### config.mk
export PLATFORM = sky130hd
export DESIGN_NAME = trace_reader
export DESIGN_NICKNAME = d
export VERILOG_FILES = /design/src/rtl/trace_reader_pkg.sv /design/src/rtl/trace_reader.sv
export SDC_FILE = /design/constraint.sdc
export NUM_CORES = 1
export LEC_CHECK = 0
export CAP_MARGIN = 20
export CORE_MARGIN = 3
export CORE_UTILIZATION = 41
export DETAILED_ROUTE_END_ITERATION = 8
export GPL_TIMING_DRIVEN = 0
export PLACE_DENSITY = 0.75
export SLEW_MARGIN = 10
export SYNTH_ARGS = -nofsm -noshare
export SYNTH_HDL_FRONTEND = slang
export SYNTH_SLANG_ARGS = --single-unit
### constraint.sdc
create_clock -name CLK_I -period 1.67 [get_ports CLK_I]
set_input_delay 0.167 -clock CLK_I [delete_from_list [all_inputs] [get_ports CLK_I]]
set_output_delay 0.167 -clock CLK_I [all_outputs]
set_load 0.02 [all_outputs]
### src/rtl/trace_reader_pkg.sv
// Shared types and defaults for the trace buffer readout block.
// The package name DTB_PKG is kept for compatibility with the rest of the trace buffer.
package DTB_PKG;

  localparam int TRB_WIDTH_DEF = 32;
  localparam int TRB_DEPTH_DEF = 64;

  typedef enum logic [1:0] {
    IDLE,
    FETCH,
    OUTPUT
  } reader_state_t;

endpackage

### src/rtl/trace_reader.sv
// Streams COUNT_I words from the trace memory, starting at START_ADDR_I, over a valid/ready port.
// Defining TRACE_READER_PREFETCH_EN adds a one-word prefetch register so the stream can sustain one word per cycle.
module trace_reader
  import DTB_PKG::*;
#(
  parameter int TRB_WIDTH = TRB_WIDTH_DEF,
  parameter int TRB_DEPTH = TRB_DEPTH_DEF,
  localparam int AW = $clog2(TRB_DEPTH)
) (
  input  logic                 CLK_I,
  input  logic                 RST_I,
  input  logic                 START_I,
  input  logic [AW-1:0]        START_ADDR_I,
  input  logic [AW:0]          COUNT_I,
  input  logic                 RW_TURN_I,
  output logic                 RD_O,
  output logic [AW-1:0]        RD_PTR_O,
  input  logic [TRB_WIDTH-1:0] DMEM_I,
  output logic [TRB_WIDTH-1:0] DATA_O,
  output logic                 VALID_O,
  input  logic                 READY_I,
  output logic                 BUSY_O,
  output logic                 DONE_O
);

  localparam logic [AW:0] DEPTH_CNT = (AW+1)'(TRB_DEPTH);

  reader_state_t        state_q, state_d;
  logic [AW-1:0]        ptr_q, ptr_d;
  logic [AW:0]          rem_q, rem_d;      // words still to be fetched
  logic [TRB_WIDTH-1:0] data_q, data_d;
  logic                 rd_q, rd_d;
  logic                 valid_q, valid_d;
  logic                 busy_q, busy_d;
  logic                 done_q, done_d;
  logic                 fetch;
`ifdef TRACE_READER_PREFETCH_EN
  logic [TRB_WIDTH-1:0] pf_data_q, pf_data_d;
  logic                 pf_valid_q, pf_valid_d;
`endif

  always_comb begin
    // NOTE: every _d gets a default first so no path can leave it unassigned and infer a latch.
    state_d = state_q;
    ptr_d   = ptr_q;
    rem_d   = rem_q;
    data_d  = data_q;
    done_d  = 1'b0;
`ifdef TRACE_READER_PREFETCH_EN
    pf_data_d  = pf_data_q;
    pf_valid_d = pf_valid_q;
`endif
    // A word is read whenever the request is up and the memory grants the turn.
    fetch = rd_q && RW_TURN_I;
    if (fetch) begin
      ptr_d = ptr_q + 1'b1;
      rem_d = rem_q - 1'b1;
    end

    unique case (state_q)
      IDLE: begin
        if (START_I) begin
          ptr_d = START_ADDR_I;
          rem_d = (COUNT_I > DEPTH_CNT) ? DEPTH_CNT : COUNT_I;
          if (COUNT_I == '0) done_d  = 1'b1;
          else               state_d = FETCH;
        end
      end
      FETCH: begin
        if (fetch) begin
          data_d  = DMEM_I;
          state_d = OUTPUT;
        end
      end
      OUTPUT: begin
`ifdef TRACE_READER_PREFETCH_EN
        if (READY_I) begin
          if (pf_valid_q) begin
            data_d     = pf_data_q;
            pf_valid_d = 1'b0;
          end else if (fetch) begin
            data_d = DMEM_I;
          end else if (rem_q == '0) begin
            state_d = IDLE;
            done_d  = 1'b1;
          end else begin
            state_d = FETCH;
          end
        end else if (fetch) begin
          pf_data_d  = DMEM_I;
          pf_valid_d = 1'b1;
        end
`else
        if (READY_I) begin
          if (rem_q == '0) begin
            state_d = IDLE;
            done_d  = 1'b1;
          end else begin
            state_d = FETCH;
          end
        end
`endif
      end
      default: state_d = IDLE;
    endcase

`ifdef TRACE_READER_PREFETCH_EN
    rd_d = (state_d == FETCH) ||
           ((state_d == OUTPUT) && !pf_valid_d && (rem_d != '0));
`else
    rd_d = (state_d == FETCH);
`endif
    valid_d = (state_d == OUTPUT);
    busy_d  = (state_d != IDLE);
  end

  // NOTE: state is updated with non-blocking assignments only; the data registers are reset too because DATA_O must read 0 after reset.
  always_ff @(posedge CLK_I) begin
    if (RST_I) begin
      state_q <= IDLE;
      ptr_q   <= '0;
      rem_q   <= '0;
      data_q  <= '0;
      rd_q    <= 1'b0;
      valid_q <= 1'b0;
      busy_q  <= 1'b0;
      done_q  <= 1'b0;
`ifdef TRACE_READER_PREFETCH_EN
      pf_data_q  <= '0;
      pf_valid_q <= 1'b0;
`endif
    end else begin
      state_q <= state_d;
      ptr_q   <= ptr_d;
      rem_q   <= rem_d;
      data_q  <= data_d;
      rd_q    <= rd_d;
      valid_q <= valid_d;
      busy_q  <= busy_d;
      done_q  <= done_d;
`ifdef TRACE_READER_PREFETCH_EN
      pf_data_q  <= pf_data_d;
      pf_valid_q <= pf_valid_d;
`endif
    end
  end

  assign RD_O     = rd_q;
  assign RD_PTR_O = ptr_q;
  assign DATA_O   = data_q;
  assign VALID_O  = valid_q;
  assign BUSY_O   = busy_q;
  assign DONE_O   = done_q;

endmodule

# Word level (Yosys, flattened, before mapping)
# Index checks and enable logic that the tools add are counted.
[totals]
inputBits = 50
elab_cells = 39
regBits = 51
[classes]
n_addsub = 2
mux = 18
magnitude_cmp = 1
n_reduce_logical = 6
eq_ne = 4
[ops]
columns = ["operator", "count"]
rows = [
  ["7-bit 2-to-1 mux", 4],
  ["6-bit 2-to-1 mux", 3],
  ["7-bit logical NOT", 2],
  ["2-bit 2-to-1 mux", 4],
  ["7-bit greater-than comparator, second input constant", 1],
  ["7-bit by 1-bit subtractor with 7-bit output, second input constant", 1],
  ["6-bit by 1-bit adder with 6-bit output, second input constant", 1],
  ["2-bit case mux with 3 select lines", 1],
  ["1-bit 2-to-1 mux", 5],
  ["2-bit by 1-bit == test with 1-bit output, second input constant", 2],
  ["2-bit == test, second input constant", 2],
  ["2-bit logical NOT", 1],
  ["1-bit case mux with 2 select lines", 1],
  ["2-bit AND reduction", 1],
  ["2-bit nonzero test", 1],
  ["1-bit logical AND", 1],
]

# Logic depth before layout (Yosys ltp)
[depth]
word_depth = 5
depth_mapped = 6
mapped_depth_nobuf = 5

# Worst setup path after synthesis
# No wires, ideal clock.
[synth_path]
kind = "register -> register"
start = "register rd_q, in the netlist RD_O"
end = "register rem_q[3]"
path_stages_with_launch = 5
path_buffers = 1
t_arrival_ps = 1517
setup_time_ps = 91
setup_slack_ps = 62
required_time_ps = 1579
path_cell_list = "dfxtp_1 > buf_2 > nand3b_1 > or4_2 > a311oi_1"
[synth_via]
elab_chain_len = 4
[synth_lines]
columns = ["element", "line", "rtl"]
rows = [
  ["start: declaration", "trace_reader.sv:32", "logic rd_q, rd_d;"],
  ["start signal: assignment", "trace_reader.sv:137", "rd_q <= rd_d;"],
  ["1-bit logical AND (*)", "trace_reader.sv:54", "fetch = rd_q && RW_TURN_I;"],
  ["7-bit 2-to-1 mux (*)", "trace_reader.sv:55", "if (fetch) begin"],
  ["7-bit 2-to-1 mux", "trace_reader.sv:62", "if (START_I) begin"],
  ["7-bit 2-to-1 mux (*)", "trace_reader.sv:60", "unique case (state_q)"],
  ["end signal: assignment", "trace_reader.sv:135", "rem_q <= rem_d;"],
  ["end: declaration", "trace_reader.sv:30", "logic [AW:0] rem_q, rem_d;"],
]
# Mark *: on every way between the ends. The rest lies on a longest branch, timed or not.
# A chain may end at the register's enable or synchronous reset.

# Worst setup path after layout
[layout_path]
start = "register rd_q, in the netlist RD_O"
end = "register busy_q, in the netlist BUSY_O"
[layout_via]
elab_chain_len = 4
[layout_lines]
columns = ["element", "line", "rtl"]
rows = [
  ["1-bit logical AND", "trace_reader.sv:54", ""],
  ["2-bit 2-to-1 mux", "trace_reader.sv:70", "if (fetch) begin"],
  ["2-bit case mux with 3 select lines", "trace_reader.sv:60", ""],
  ["2-bit nonzero test", "trace_reader.sv:114", "busy_d = (state_d != IDLE);"],
  ["end signal: assignment", "trace_reader.sv:139", "busy_q <= busy_d;"],
  ["end: declaration", "trace_reader.sv:34", "logic busy_q, busy_d;"],
]
# Every way passes these cells.

==> results.sh <==
export IMPL_outcome="finished clean"
export IMPL_area_growth_pct=53.6
export IMPL_dpl_cell_area_um2=3070
export IMPL_grt_pass1_wl_um=9180
export IMPL_clockBufferDepth=2
export IMPL_fin_nets=405
export IMPL_rows=25
export IMPL_antennaDiodeCount=0
export IMPL_clockRootBuffer="clkbuf_8"
export IMPL_cts_inserted_buffers=5
export IMPL_synth_edf_count=0
export IMPL_slew_headroom_pct=61.2
export IMPL_drt_total_wl_um=5540
export IMPL_yosysMostFrequentCell="nand2_1"
export IMPL_p_leak_uw=0.00108
export IMPL_dr_wl_met2_um=2590
export IMPL_async_flop_share_pct=0
export IMPL_gp_congestion=0.794
export IMPL_viasPerCell=5.00
export IMPL_maxSlewViolCount=0
export IMPL_yosysTopAreaCell="dfxtp_1"
export IMPL_final_setup_tns_ps=0
export IMPL_crit_type="flip-flop to flip-flop"
export IMPL_io_pins=92
export IMPL_synth_top_cell_area_share_pct=49.0
export IMPL_nFillCells=439
export IMPL_slowest_stage="or4b_1"
export IMPL_syn_area_um2=2080
export IMPL_cpPeakStageDelay_ps=550
export IMPL_required_ps=1910
export IMPL_vias=2094
export IMPL_tightest_slew_ps=581
export IMPL_cts_sinks=51
export IMPL_critical_path_cell_chain="buf_4 > and2_1 > clkbuf_1 > or4b_1 > nand4b_1"
export IMPL_drv_cap=0
export IMPL_seq_area_frac_synth_pct=49.0
export IMPL_wire_per_inst_um=13.2
export IMPL_ant_nets=0
export IMPL_grt_setup_unrepaired="yes"
export IMPL_synthCells=254
export IMPL_ys_ff_latch=51
export IMPL_grt_max_degree=15
export IMPL_fmax_ghz=0.636
export IMPL_min_period_ps=1570
export IMPL_grt_pass1_vias=2031
export IMPL_start_util_pct=43.2
export IMPL_yosys_warnings=0
export IMPL_synthTopCellsByArea="dfxtp_1 (49%), nand2_1 (12%), a21oi_1 (9.9%), a311oi_1 (2.9%), clkbuf_1 (2.7%)"
export IMPL_grt_overflow=0
export IMPL_met1_length_um=2500
export IMPL_yosys_cell_types_count=37
export IMPL_hold_violations=0
export IMPL_finalCritPeriodShare_pct=94.1
export IMPL_synthTopCellsByCount="nand2_1 (67), dfxtp_1 (51), a21oi_1 (41), clkbuf_1 (15), nor2_1 (9)"
export IMPL_path_max_fanout=10
export IMPL_cts_tree="yes"
export IMPL_synth_avg_cell_area_um2=8.20
export IMPL_crit_path_start_kind="flip-flop"
export IMPL_hold_path_class="input port to flip-flop"
export IMPL_coreArea_um2=4820
export IMPL_clkTransAtPathRegs_ps=90
export IMPL_critPathArrivalTime_ps=1810
export IMPL_setup_viol=0
export IMPL_die_y_um=77.3
export IMPL_powerDensity_nw_per_um2=852
export IMPL_grtUsageTotal_pct=18.8
export IMPL_synth_fp_nets=307
export IMPL_cp_end_kind="flip-flop"
export IMPL_holdBufCountCts=0
export IMPL_drt_iter0_drc=74
export IMPL_peakVddDrop_v=0.000436
export IMPL_hpwl_um=4110
export IMPL_drc=0
export IMPL_h_tree_depth=2
export IMPL_antenna_found_initial=0
export IMPL_fp_dieW_um=77.3
export IMPL_clock_latency_ps=290
export IMPL_finalClockSkew_ps=3.84
export IMPL_layout_drive_gt1_share_pct=6.25
export IMPL_synthFlopType="dfxtp_1"
export IMPL_portBuffers=90
export IMPL_dr_pass1_iters=4
export IMPL_dieArea_um2=5970
export IMPL_final_area_um2=3200
export IMPL_met3_length_um=399
export IMPL_routed_top_layer="met4"
-- flip-flops by register name, summed over array words and instances, names as in the netlist --
register and flops:
BUSY_O 1, DATA_O 32, DONE_O 1, RD_O 1
state_q 2, RD_PTR_O 6, rem_q 7, VALID_O 1
-- where the power goes --
part,internal [uW],total [uW],switching (uW)
Sequential,1290,1350,62.0
Combinational,289,552,263
Clock,440,823,383
-- critical path: cells and delay by family, from the launching register on --
family	cells	cell delay (ps)
buf+inv	2	350
flops	1	330
simple gates	3	830
-- stage by stage --
step                std cells  util (%)  hold WS [ps]  worst slack, ps  total power, uW
floorplan                 254         -           303             62.0             1640
global placement          411      63.7           441             -150             1910
detailed placement        411      63.7           446             -188             1920
CTS                       418      65.8           333             8.11             2730
global route              419      66.4           350            -3.32             2860
finish                    419      66.4           339             97.9             2730
-- worst paths after layout --
kind         slack (ps)              startpoint                     end  cells after the start
min                 340               RW_TURN_I     rem_q[2]$_SDFF_PP0_                      4
max                 100         RD_O$_SDFF_PP0_       BUSY_O$_SDFF_PP0_                      5
min reg2reg         450  DATA_O[3]$_SDFFE_PP0P_  DATA_O[3]$_SDFFE_PP0P_                      2
max reg2reg         100         RD_O$_SDFF_PP0_       BUSY_O$_SDFF_PP0_                      5
-- layer usage --
| layer | global-route usage [%] | vias up |
|---|---|---|
| li1 | - | 1077 |
| met1 | 22.2 | 955 |
| met2 | 31.7 | 58 |
| met3 | 6.57 | 4 |
| met4 | 6.23 | 0 |
| met5 | 0 | - |
-- kinds of logic (layout without fill, tap and decap cells) --
family	Yosys count	count (layout)	share of synthesized area [%]
simple gates	112	112	25.7
compound gates	62	62	17.5
flops	51	51	49.0
buf+inv	22	120	4.15
fa+ha+maj	3	3	1.80
xor+xnor	3	3	1.26
mux	1	1	0.481
-- timing repair --
item                       4_1_cts  5_1_grt
pin swaps                        0        0
setup endpoints to repair        1       36
setup buffers                    0        1
gates resized for setup          1       14
-- placed cells by master, fill, tap and decap left out, drive strengths merged, types with 5 or more instances in the layout --
cell	Yosys	final
nor2	9	9
clkbuf	15	21
or3	6	6
a311oi	7	7
clkdlybuf4s50	0	90
o21ai	5	5
nand3	8	8
dfxtp	51	51
nand2	67	67
a21oi	41	41
-- final cells by class --
cell class	instances	area, um2	share of cell area, %
Multi-Input combinational cell	181	983	30.8
Buffer	18	81.3	2.54
Timing Repair Buffer	91	908	28.4
Clock buffer	6	72.6	2.27
Clock inverter	1	30.0	0.939
Inverter	4	15.0	0.469
Sequential cell	51	1020	32.0
Tap cell	67	83.8	2.62
(Power assumes the default switching activity.)
